<file path="src/rtl/mem_read_arbiter.sv">
// Two-master AXI read arbiter (m0 = icache, m1 = LSU) with one transaction outstanding.
// Define ARB_ROUND_ROBIN_EN for round-robin tie-break; default build gives m0 fixed priority.
module mem_read_arbiter #(
   parameter int unsigned WIDTH = 32
) (
   input  logic             clock,
   input  logic             reset,
   input  logic             m0_arvalid,
   output logic             m0_arready,
   input  logic [WIDTH-1:0] m0_araddr,
   input  logic [7:0]       m0_arlen,
   input  logic [2:0]       m0_arsize,
   input  logic [1:0]       m0_arburst,
   input  logic             m1_arvalid,
   output logic             m1_arready,
   input  logic [WIDTH-1:0] m1_araddr,
   input  logic [7:0]       m1_arlen,
   input  logic [2:0]       m1_arsize,
   input  logic [1:0]       m1_arburst,
   output logic             m0_rvalid,
   input  logic             m0_rready,
   output logic             m1_rvalid,
   input  logic             m1_rready,
   output logic [WIDTH-1:0] m_rdata,
   output logic [1:0]       m_rresp,
   output logic             m_rlast,
   output logic             s_arvalid,
   input  logic             s_arready,
   output logic [WIDTH-1:0] s_araddr,
   output logic [7:0]       s_arlen,
   output logic [2:0]       s_arsize,
   output logic [1:0]       s_arburst,
   input  logic             s_rvalid,
   input  logic [WIDTH-1:0] s_rdata,
   input  logic [1:0]       s_rresp,
   input  logic             s_rlast,
   output logic             s_rready
);

   typedef enum logic [1:0] {IDLE, ADDR, DATA} state_t;

   state_t state_q, state_d;
   logic   grant_q, grant_d;   // 0 = m0, 1 = m1
`ifdef ARB_ROUND_ROBIN_EN
   logic   last_grant_q, last_grant_d;
`endif

   always_ff @(posedge clock) begin
      if (reset) begin
         state_q      <= IDLE;
         grant_q      <= 1'b1;
`ifdef ARB_ROUND_ROBIN_EN
         last_grant_q <= 1'b1;
`endif
      end else begin
         state_q      <= state_d;
         grant_q      <= grant_d;
`ifdef ARB_ROUND_ROBIN_EN
         last_grant_q <= last_grant_d;
`endif
      end
   end

   always_comb begin
      state_d      = state_q;
      grant_d      = grant_q;
`ifdef ARB_ROUND_ROBIN_EN
      last_grant_d = last_grant_q;
`endif
      s_arvalid    = 1'b0;
      m0_arready   = 1'b0;
      m1_arready   = 1'b0;
      m0_rvalid    = 1'b0;
      m1_rvalid    = 1'b0;
      s_rready     = 1'b0;
      // Payload mux follows the latched grant so it cannot move while ADDR stalls
      s_araddr     = grant_q ? m1_araddr  : m0_araddr;
      s_arlen      = grant_q ? m1_arlen   : m0_arlen;
      s_arsize     = grant_q ? m1_arsize  : m0_arsize;
      s_arburst    = grant_q ? m1_arburst : m0_arburst;
      m_rdata      = s_rdata;
      m_rresp      = s_rresp;
      m_rlast      = s_rlast;

      unique case (state_q)
         IDLE: begin
            if (m0_arvalid || m1_arvalid) begin
               if (m0_arvalid && m1_arvalid) begin
`ifdef ARB_ROUND_ROBIN_EN
                  grant_d = ~last_grant_q;
`else
                  grant_d = 1'b0;
`endif
               end else begin
                  grant_d = m1_arvalid;
               end
               state_d = ADDR;
            end
         end
         ADDR: begin
            s_arvalid  = 1'b1;
            m0_arready = ~grant_q & s_arready;
            m1_arready =  grant_q & s_arready;
            if (s_arready) state_d = DATA;
         end
         DATA: begin
            m0_rvalid = ~grant_q & s_rvalid;
            m1_rvalid =  grant_q & s_rvalid;
            s_rready  = grant_q ? m1_rready : m0_rready;
            // Only rlast ends the burst; error responses pass through untouched
            if (s_rvalid && s_rready && s_rlast) begin
               state_d = IDLE;
`ifdef ARB_ROUND_ROBIN_EN
               last_grant_d = grant_q;
`endif
            end
         end
         default: state_d = IDLE;
      endcase
   end

endmodule
</file>
<file path="config.mk">
export PLATFORM = sky130hd
export DESIGN_NAME = mem_read_arbiter
export DESIGN_NICKNAME = d
export VERILOG_FILES = /design/src/rtl/mem_read_arbiter.sv
export SDC_FILE = /design/constraint.sdc
export NUM_CORES = 1
export LEC_CHECK = 0
export CORE_ASPECT_RATIO = 0.6
export CORE_MARGIN = 2
export CORE_UTILIZATION = 18
export CTS_CLUSTER_SIZE = 10
export DETAILED_ROUTE_END_ITERATION = 7
export PLACE_DENSITY = 0.89
export REMOVE_ABC_BUFFERS = 1
export SYNTH_ARGS = -nofsm -noshare
export SYNTH_HDL_FRONTEND = slang
export SYNTH_SLANG_ARGS = --single-unit
</file>
<file path="constraint.sdc">
create_clock -name clock -period 1.02 [get_ports clock]
set_input_delay 0.204 -clock clock [delete_from_list [all_inputs] [get_ports clock]]
set_output_delay 0.204 -clock clock [all_outputs]
set_load 0.03 [all_outputs]
</file>
# After elaboration in Yosys (flattened, before gate mapping)
# Index checks and enable logic that the tools add are counted.
[totals]
ff_bits = 3
in_bits = 133
output_inout_bits = 86
wordCells = 35
[op_classes]
n_eq_ne = 5
mux = 16
n_bitwise = 5
reduce_logical = 7
[op_table]
columns = ["op", "count"]
rows = [
  ["$mux 32", 1],
  ["$mux 1", 8],
  ["$mux 2", 4],
  ["$mux 8", 1],
  ["$ne 2x2->1 const B", 3],
  ["$pmux 2 s3", 1],
  ["$and 1x1->1", 4],
  ["$logic_and 1x1->1", 3],
  ["$mux 3", 1],
  ["$reduce_and 3->1", 1],
  ["$eq 2x1->1 const B", 1],
  ["$eq 2x2->1 const B", 1],
  ["$logic_not 2->1", 1],
  ["$reduce_and 2->1", 1],
  ["$logic_or 1x1->1", 1],
  ["$not 1->1", 1],
]

# Logic depth before layout (Yosys ltp)
[depth]
ltp_word = 5
depth_mapped = 4

# Worst setup path before layout
# Ideal clock, no wire load.
[synth_path]
path_type = "reg2out"
from = "register state_q[0]"
to = "output m0_arready"
arrival_ns = 1.456
setup_slack_ns = -0.640
path_stages_with_launch = 4
path_buffers = 0
path_cell_list = "dfxtp_1 -> nor2b_1 -> nand2_1 -> nor2_1"
[synth_between]
elab_chain_cells = 2
[synth_lines]
columns = ["item", "line_no", "rtl"]
rows = [
  ["start: declaration", "42", "state_t state_q, state_d;"],
  ["start signal: assignment", "56", "state_q <= state_d;"],
  ["$eq 2x1->1", "85", "unique case (state_q)"],
  ["$mux 1", "85", ""],
  ["end: declaration", "9", "output logic m0_arready,"],
]
# Every way passes these cells.

# Worst setup path in the final report
[layout_path]
from = "register grant_q"
to = "output s_araddr[21]"
[layout_between]
elab_chain_cells = 1
[layout_lines]
columns = ["item", "line_no", "rtl"]
rows = [
  ["start: declaration", "43", "logic grant_q, grant_d;"],
  ["start signal: assignment", "57", "grant_q <= grant_d;"],
  ["$mux 32", "77", "s_araddr = grant_q ? m1_araddr : m0_araddr;"],
  ["end: declaration", "29", "output logic [WIDTH-1:0] s_araddr,"],
]
# Every way passes these cells.

==> results_dict.tcl <==
set metrics [dict create \
    outcome "finished with violations" \
    violations "setup timing" \
    die-area_sq_mm 0.00720 \
    endpoint_kind "output pin" \
    place_congestion 0.758 \
    grt_remaining_overflow 0 \
    maxSlewViolCount 0 \
    vias 1368 \
    worstSetupPathType "flip-flop to output pin" \
    hold_viol 0 \
    cts_buffer_depth 2 \
    antenna_cells 0 \
    power_density_mw_per_mm2 838 \
    grt_first_pass_wirelength_um 8080 \
    period_minus_slack_ns 1.53 \
    rows 22 \
    route.met2.wl_um 2760 \
    critPathMostFrequentCell "buf_12" \
    syn_area_sq_mm 0.00117 \
    ys_types 15 \
    route.met3.wl_um 995 \
    required_ns 0.82 \
    root_buffer "clkbuf_8" \
    syn_inst 108 \
    clk_pin_slew_worst_paths_ns 0.03 \
    antenna_found_initial 0 \
    grt_usage 0.157 \
    yosys_warnings 0 \
    layout_common_cells "clkdlybuf4s50_1, buf_6, mux2_4" \
    finalWirelength_um 6260 \
    avgSynthCellArea_sq_um 10.9 \
    ys_seq_elements 3 \
    synth_top_area_share 0.576 \
    seq_area_frac_synth 0.0512 \
    fin_nets 385 \
    ir_worst_vdd_uv 699 \
    io_pins 219 \
    multi_input_area_sq_um 847 \
    clock_latency_ns 0.22 \
    cp-start-kind "flip-flop" \
    cap_violations 0 \
    drt_iter0_drc 28 \
    drive_gt1_frac 0.562 \
    netlist_top_cells_area "mux2_4, buf_4, buf_6" \
    slew_headroom 0.795 \
    numCtsBuffers 3 \
    max_stage_delay_ns 0.38 \
    met1_length_um 2410 \
    syn2layout_area_growth_pct 151 \
    drt_pass1_iterations 4 \
    final_util 0.475 \
    avgViaCountPerCell 4.08 \
    rsz0062_at_grt "yes" \
    setup_viol 53 \
    path_buf_inv 3 \
    dieHeight_um 66.5 \
    start_util 0.189 \
    crit_chain "buf_12, buf_6, mux2_4, buf_12" \
    grt_pass1_vias 1443 \
    max_freq_mhz 652 \
    coreArea_sq_mm 0.00619 \
    yosys.area.top_type "mux2_4" \
    hp-class "primary input to output pin" \
    die_w_um 108 \
    mostFrequentLayoutCell "clkdlybuf4s50_1" \
    tritoncts "done" \
    p_leak_nw 1.39 \
    wl_per_cell_um 18.7 \
    worst_slew_pin_slew_ns 0.299 \
    n_fill_cell 591 \
    finClkSkew_ns 0.00345 \
    top_layer "met5" \
    seqCellArea_sq_um 68.8 \
    grt_max_degree 12 \
    drc 0 \
    cp.arrival_ns 1.33 \
    ctsHtreeMaxLevel 1 \
    critPathTopFamily "buffers and inverters" \
    clkSinkCount 3 \
    finalCritPeriodShare 1.50 \
    finalWorstSetupSlack_ns -0.513 \
    crit_fanout 11 \
    p_total_mw 2.47 \
    crit_slowest_cell "dfxtp_4" \
    place_hpwl_um 4960 \
    ant_nets 0 \
    numPortBuffers 150 \
]
==> cell families after synthesis <==
family	after synthesis	synth area share
DFF	3	0.0512
AOI/OAI and AO/OA	5	0.0288
buffers and inverters	41	0.281
and+or+nand+nor	13	0.0544
muxes	46	0.584
==> repair_timing <==
item                       CTS  global route
resized for setup          182            68
pin swaps                    1             2
hold buffers                 0             0
setup endpoints to repair   54            53
buffers inserted            14             3
gates cloned                 1             1
==> flip-flops by register name, indices dropped and copies added (netlist names) <==
signal   flops
state_q      2
grant_q      1
==> metal layers <==
| metal | global-route usage | vias to the layer above |
|---|---|---|
| li1 | - | 627 |
| met1 | 0.183 | 624 |
| met2 | 0.226 | 109 |
| met3 | 0.122 | 6 |
| met4 | 0.0144 | 2 |
| met5 | 0.103 | - |
==> cells in the mapped netlist <==
library cell	count
a2111oi_0	1
a21o_1	2
a21oi_1	1
and2b_1	1
and3_1	2
buf_4	35
buf_6	6
dfxtp_1	3
mux2_4	45
mux2i_1	1
nand2_1	4
nor2_1	3
nor2b_1	2
nor3_1	1
o21ai_1	1
==> worst register-to-register path: cells and delay by family, from the launching register on <==
family	cells	cell delay, ns
AOI/OAI and AO/OA	2	0.23
DFF	1	0.36
muxes	1	0.18
buffers and inverters	3	0.39
==> final timing paths <==
kind | startpoint | end | slack [ns] | cells after the start
hold reg to reg | state_q[1] | state_q[0] | 0.55 | 2
setup / recovery | grant_q | s_araddr[21] | -0.51 | 4
setup reg to reg | grant_q | state_q[1] | -0.25 | 6
hold / removal | s_rdata[0] | m_rdata[0] | 0.41 | 0
==> report_power, final <==
part | switching, mW | leakage (nW) | internal [mW]
clock | 0.0913 | 0.0228 | 0.268
sequential | 0.0176 | 0.0259 | 0.130
combinational | 0.785 | 1.34 | 1.18
total | 0.894 | 1.39 | 1.57
==> cell type report <==
class                      instances  share of cell area
timing repair buffer             180               0.638
multi-input combinational         64               0.288
tap                               84              0.0357
sequential                         3              0.0234
clock buffer                       4              0.0153
==> stage by stage <==
stage	hold slack, ns	cells	worst slack (ns)	area (sq um)	TNS [ns]
3_3_place_gp	0.408	313	-0.660	2530	-25.59
5_1_grt	0.408	335	-0.562	2940	-25.84
2_1_floorplan	0.273	67	-1.80	843	-82.69
6_report	0.408	335	-0.513	2940	-24.16
3_5_place_dp	0.408	313	-0.667	2530	-26.11
4_1_cts	0.408	332	-0.629	2880	-25.60
No activity file was read; power rests on OpenSTA's default activity.
